File: src/rtl/wb_pkg.sv
// Shared widths, default depth and entry layout for the writeback buffer.
package wb_pkg;

    localparam int XLEN          = 32;
    localparam int REG_AW        = 5;
    localparam int DEFAULT_DEPTH = 4;

    typedef struct packed {
        logic [REG_AW-1:0] rd;
        logic [XLEN-1:0]   data;
    } wb_entry_t;

endpackage

File: src/rtl/wb_bypass_match.sv
// Youngest-match search over the pending entries of the writeback queue.
module wb_bypass_match
    import wb_pkg::*;
#(
    parameter  int DEPTH = DEFAULT_DEPTH,
    parameter  int XLEN  = wb_pkg::XLEN,
    localparam int PW    = $clog2(DEPTH),
    localparam int CW    = PW + 1
) (
    input  logic [PW-1:0]           i_head,
    input  logic [CW-1:0]           i_count,
    input  logic [REG_AW-1:0]       i_rs,
    input  logic [DEPTH*REG_AW-1:0] i_rd_flat,
    input  logic [DEPTH*XLEN-1:0]   i_data_flat,
    output logic                    o_hit,
    output logic [XLEN-1:0]         o_data
);

    logic [PW-1:0] w_idx;
    logic          w_match;

    // Walk oldest to youngest so the last valid match left standing is the youngest.
    always_comb begin
        o_hit   = 1'b0;
        o_data  = {XLEN{1'b0}};
        w_idx   = {PW{1'b0}};
        w_match = 1'b0;
        for (int k = 0; k < DEPTH; k++) begin
            w_idx   = i_head + PW'(k);
            w_match = (CW'(k) < i_count) &&
                      (i_rs != {REG_AW{1'b0}}) &&
                      (i_rd_flat[w_idx*REG_AW +: REG_AW] == i_rs);
            o_hit   = o_hit | w_match;
            o_data  = w_match ? i_data_flat[w_idx*XLEN +: XLEN] : o_data;
        end
    end

endmodule

File: src/rtl/wb_buffer.sv
// Circular writeback queue between a result producer and a shared register-file
// write port, with two youngest-wins bypass lookups over the pending entries.
module wb_buffer
    import wb_pkg::*;
#(
    parameter  int DEPTH = DEFAULT_DEPTH,
    parameter  int XLEN  = wb_pkg::XLEN,
    localparam int PW    = $clog2(DEPTH),
    localparam int CW    = PW + 1
) (
    input  logic              clk,
    input  logic              rst,
    input  logic              in_valid,
    output logic              in_ready,
    input  logic [REG_AW-1:0] in_rd,
    input  logic [XLEN-1:0]   in_data,
    input  logic              port_busy,
    output logic              rf_en,
    output logic [REG_AW-1:0] rd,
    output logic [XLEN-1:0]   wdata,
    input  logic [REG_AW-1:0] rs1,
    input  logic [REG_AW-1:0] rs2,
    output logic              byp1_hit,
    output logic              byp2_hit,
    output logic [XLEN-1:0]   byp1_data,
    output logic [XLEN-1:0]   byp2_data,
    output logic [CW-1:0]     count
);

    logic [PW-1:0]           r_head;
    logic [PW-1:0]           r_tail;
    logic [CW-1:0]           r_count;
    logic [DEPTH*REG_AW-1:0] r_mem_rd;
    logic [DEPTH*XLEN-1:0]   r_mem_data;
    logic                    w_push;
    logic                    w_pop;

    // Handshake, drain port and head view; all derived from registered state.
    always_comb begin
        in_ready = (r_count < CW'(DEPTH));
        w_pop    = (r_count != {CW{1'b0}}) && !port_busy;
        w_push   = in_valid && in_ready && (in_rd != {REG_AW{1'b0}});
        rf_en    = w_pop;
        count    = r_count;
        if (r_count != {CW{1'b0}}) begin
            rd    = r_mem_rd[r_head*REG_AW +: REG_AW];
            wdata = r_mem_data[r_head*XLEN +: XLEN];
        end else begin
            rd    = {REG_AW{1'b0}};
            wdata = {XLEN{1'b0}};
        end
    end

    // Pointer and occupancy state; reset alone discards everything pending.
    always_ff @(posedge clk or posedge rst) begin
        if (rst) begin
            r_head  <= {PW{1'b0}};
            r_tail  <= {PW{1'b0}};
            r_count <= {CW{1'b0}};
        end else begin
            if (w_push) begin
                r_tail <= r_tail + PW'(1'b1);
            end
            if (w_pop) begin
                r_head <= r_head + PW'(1'b1);
            end
            case ({w_push, w_pop})
                2'b10:   r_count <= r_count + CW'(1'b1);
                2'b01:   r_count <= r_count - CW'(1'b1);
                default: r_count <= r_count;
            endcase
        end
    end

    // Entry storage is unreset; validity comes only from head/count.
    always_ff @(posedge clk) begin
        if (w_push && !rst) begin
            r_mem_rd[r_tail*REG_AW +: REG_AW] <= in_rd;
            r_mem_data[r_tail*XLEN +: XLEN]   <= in_data;
        end
    end

    wb_bypass_match #(.DEPTH(DEPTH), .XLEN(XLEN)) u_byp1 (
        .i_head      (r_head),
        .i_count     (r_count),
        .i_rs        (rs1),
        .i_rd_flat   (r_mem_rd),
        .i_data_flat (r_mem_data),
        .o_hit       (byp1_hit),
        .o_data      (byp1_data)
    );

    wb_bypass_match #(.DEPTH(DEPTH), .XLEN(XLEN)) u_byp2 (
        .i_head      (r_head),
        .i_count     (r_count),
        .i_rs        (rs2),
        .i_rd_flat   (r_mem_rd),
        .i_data_flat (r_mem_data),
        .o_hit       (byp2_hit),
        .o_data      (byp2_data)
    );

endmodule
File: config.mk
export PLATFORM = sky130hd
export DESIGN_NAME = wb_buffer
export DESIGN_NICKNAME = d
export VERILOG_FILES = /design/src/rtl/wb_pkg.sv /design/src/rtl/wb_bypass_match.sv /design/src/rtl/wb_buffer.sv
export SDC_FILE = /design/constraint.sdc
export NUM_CORES = 1
export LEC_CHECK = 0
export ABC_CLOCK_PERIOD_IN_PS = 4800
export CAP_MARGIN = 20
export CORE_UTILIZATION = 40
export DETAILED_ROUTE_END_ITERATION = 7
export PLACE_DENSITY = 0.62
export SLEW_MARGIN = 15
export SYNTH_ARGS = -nofsm -noshare
export SYNTH_HDL_FRONTEND = slang
export SYNTH_HIERARCHICAL = 1
export SYNTH_SLANG_ARGS = --single-unit
File: constraint.sdc
create_clock -name clk -period 4.8 [get_ports clk]
set_input_delay 1.44 -clock clk [delete_from_list [all_inputs] [get_ports clk]]
set_output_delay 1.44 -clock clk [all_outputs]
set_load 0.1 [all_outputs]
==> impl_metrics.py <==
metrics = {
    "synth": {
        "yosys_warnings": 6,
        "yosys.area.top_type": "edfxtp_1",
        "synth_edf_count": 148,
        "syn_area_per_cell_um2": 10.9,
        "synth_area_leaders": "edfxtp_1, mux2_2, mux2i_1, mux4_2, and2_1",
        "syn_area_um2": 15900,
        "postSynthCellCount": 1462,
        "synth_top_area_share_pct": 28.0,
        "ys.flop_type": "edfxtp_1",
        "synth_common_cells": "mux2i_1, mux2_2, edfxtp_1",
        "yosysMostFrequentCell": "mux2i_1",
        "ys_ff_latch": 155,
        "syn_nets": 1521,
        "yosysSeqAreaShare_pct": 29.1,
        "async_reset_ff_share_pct": 4.52,
        "ys_types": 53,
    },
    "clock_tree": {
        "cts_tree": "done",
        "hold_buffers": 0,
        "root_buffer": "clkbuf_16",
        "clockBufferDepth": 2,
        "insertion_delay_ns": 0.44,
        "cts_sinks": 155,
        "clk_pin_slew_ns": 0.07,
        "cts_buffers": 17,
        "htreeDepth": 4,
    },
    "timing": {
        "fin_ws_ns": -0.340,
        "max-slew-margin-rel_pct": 28.3,
        "rsz0062_at_grt": "yes",
        "finalSetupTns_ns": -14.74,
        "hold_viol_final": 0,
        "clock_skew_ns": 0.0145,
        "setup_viol": 65,
        "worst_pin_slew_ns": 1.07,
        "post-route-period-util_pct": 107,
        "slew_viol_final": 0,
        "fin_hold_ws_ns": 0.631,
        "period_minus_slack_ns": 5.14,
        "max_freq_mhz": 195,
    },
    "layout": {
        "multi_input_area_um2": 12600,
        "fill_cells": 3141,
        "ff_latch_area_um2": 4630,
        "syn2layout_area_growth_pct": 45.5,
        "antenna_cells": 0,
        "design_area_um2": 23100,
        "layout-drive-gt1-share_pct": 48.1,
        "final_nets": 1735,
    },
    "worst_hold_path": {
        "hold_start": "r_tail[1]$_DFFE_PP0P_",
        "hp-class": "flop to flop",
    },
    "critical_path": {
        "worstPathCellList": "buf_6 -> buf_6 -> buf_6 -> xnor2_2 -> nand2_2 -> nor4_4 -> clkbuf_16 -> nor2_4 -> buf_12 -> buf_12 -> buf_16 -> a221o_1 -> o2bb2ai_4 -> buf_12",
        "cp_slowest_cell": "nor4_4",
        "cp_max_fo": 6,
        "worst-r2r-setup-slack_ns": 1.84,
        "endpoint": "byp1_data[15]",
        "r2r_end": "r_mem_data[72]$_DFFE_PP_",
        "required_ns": 3.36,
        "criticalPathCategory": "primary input to output port",
        "critPathLaunch": "rs1[1]",
        "reg2reg_from": "r_tail[0]$_DFFE_PP0P_",
        "endpoint_kind": "output port",
        "slowest_delay_ns": 0.37,
        "startpoint_type": "primary input",
        "arrival_ns": 3.70,
        "r2r_cells": 6,
    },
    "floorplanning": {
        "rows": 72,
        "core_area_um2": 38900,
        "die-area_um2": 40500,
        "die_w_um": 201,
        "die_h_um": 201,
        "start_util_pct": 40.8,
        "io_pins": 159,
    },
    "outcome": {
        "status": "finished with violations",
        "failed_checks": "setup timing",
    },
    "detailed_routing": {
        "vias_per_cell": 6.22,
        "ant_nets": 0,
        "routed_wl_um": 58100,
        "firstDrtPassIters": 5,
        "routedWlPerCell_um": 26.3,
        "vias": 13725,
        "drt_iter0_markers": 969,
        "drc": 0,
    },
    "placed_design": {
        "port_buffers": 158,
        "place.gp.congestion": 0.842,
        "place_area_um2": 20600,
        "pre_cts_ws_ns": -0.736,
        "dp_hpwl_um": 34000,
    },
    "flow_run": {
        "maxCapViolCount": 0,
    },
    "global_routing": {
        "antenna_found_initial": 1,
        "grt_max_degree": 164,
        "grt_usage_pct": 27.4,
        "grt_pass1_vias": 13769,
        "grt_overflow_total": 0,
        "grt_pass1_wl_um": 84800,
    },
}
-- metrics by stage --
| step | util (%) | instances |
|---|---|---|
| 2_1_floorplan | - | 1462 |
| 3_3_place_gp | 52.9 | 2099 |
| 3_5_place_dp | 52.9 | 2099 |
| 4_1_cts | 58.2 | 2196 |
| 5_1_grt | 59.4 | 2207 |
| 6_report | 59.4 | 2207 |
-- sequential cells by signal, indices dropped and copies added (netlist names) --
| signal | count |
|---|---|
| count | 3 |
| r_mem_rd | 20 |
| r_tail | 2 |
| r_mem_data | 128 |
| r_head | 2 |
-- cells in the final DEF (no fill, tap or decap), types with 34 or more instances in the layout --
master and count:
a21oi_1 64, clkdlybuf4s50_1 44, buf_6 34, mux2i_1 204, and2_1 146, nor2b_1 37
buf_12 112, mux2_2 178, o2bb2ai_4 62, edfxtp_1 148, a221o_1 82, mux4_2 53
buf_4 118
-- worst min-delay path by stage --
stage / endpoint / slack [ns] / depth (start not counted)
final: r_tail[1]$_DFFE_PP0P_ / 0.63 / 1
after global routing: r_tail[1]$_DFFE_PP0P_ / 0.67 / 1
after CTS: r_tail[1]$_DFFE_PP0P_ / 0.63 / 1
after detailed placement: r_tail[1]$_DFFE_PP0P_ / 0.61 / 1
after global placement: r_tail[1]$_DFFE_PP0P_ / 0.60 / 1
after floorplan: r_tail[0]$_DFFE_PP0P_ / 0.56 / 1
-- cell families (layout without fill, tap and decap cells) --
logic type	after synthesis	in the layout	synth area share (%)
mux	457	457	34.5
compound gates	347	347	17.0
simple gates	284	284	10.8
buf+inv	159	386	4.86
xor+xnor	52	52	3.10
flops	155	155	29.1
fa+ha+maj	8	8	0.677
-- worst max-delay path, delay by kind of cell --
family / cells / cell delay [ns]
and+or+nand+nor: 3 / 0.50
buffers and inverters: 8 / 1.11
xor gates and xnor gates: 1 / 0.15
AOI/OAI and AO/OA: 2 / 0.50
-- layer usage --
metal	part of all wire (%)	track usage (%)
met1	42	35.9
met2	48	45.9
met3	6.5	3.79
met4	3.5	10.4
met5	0.019	0
-- timing repair --
| item | CTS | global route |
|---|---|---|
| setup endpoints to repair | 66 | 66 |
| cloned | 17 | 7 |
| resized for setup | 202 | 114 |
| pin swaps | 72 | 70 |
| buffers inserted | 50 | 19 |
| endpoints found under the hold margin | 0 | 0 |
-- area by class of cell --
type	count	area share, %
clock buffers	17	1.84
repair buffers	341	20.2
clock inverters	15	0.546
inverters	13	0.222
well taps	518	2.80
multi-input cells	1148	54.4
flip-flops and latches	155	20.0
Power is left out: the tool's default activity adds up to more than one toggle a clock period on the data nets, which glitch-free logic cannot reach.
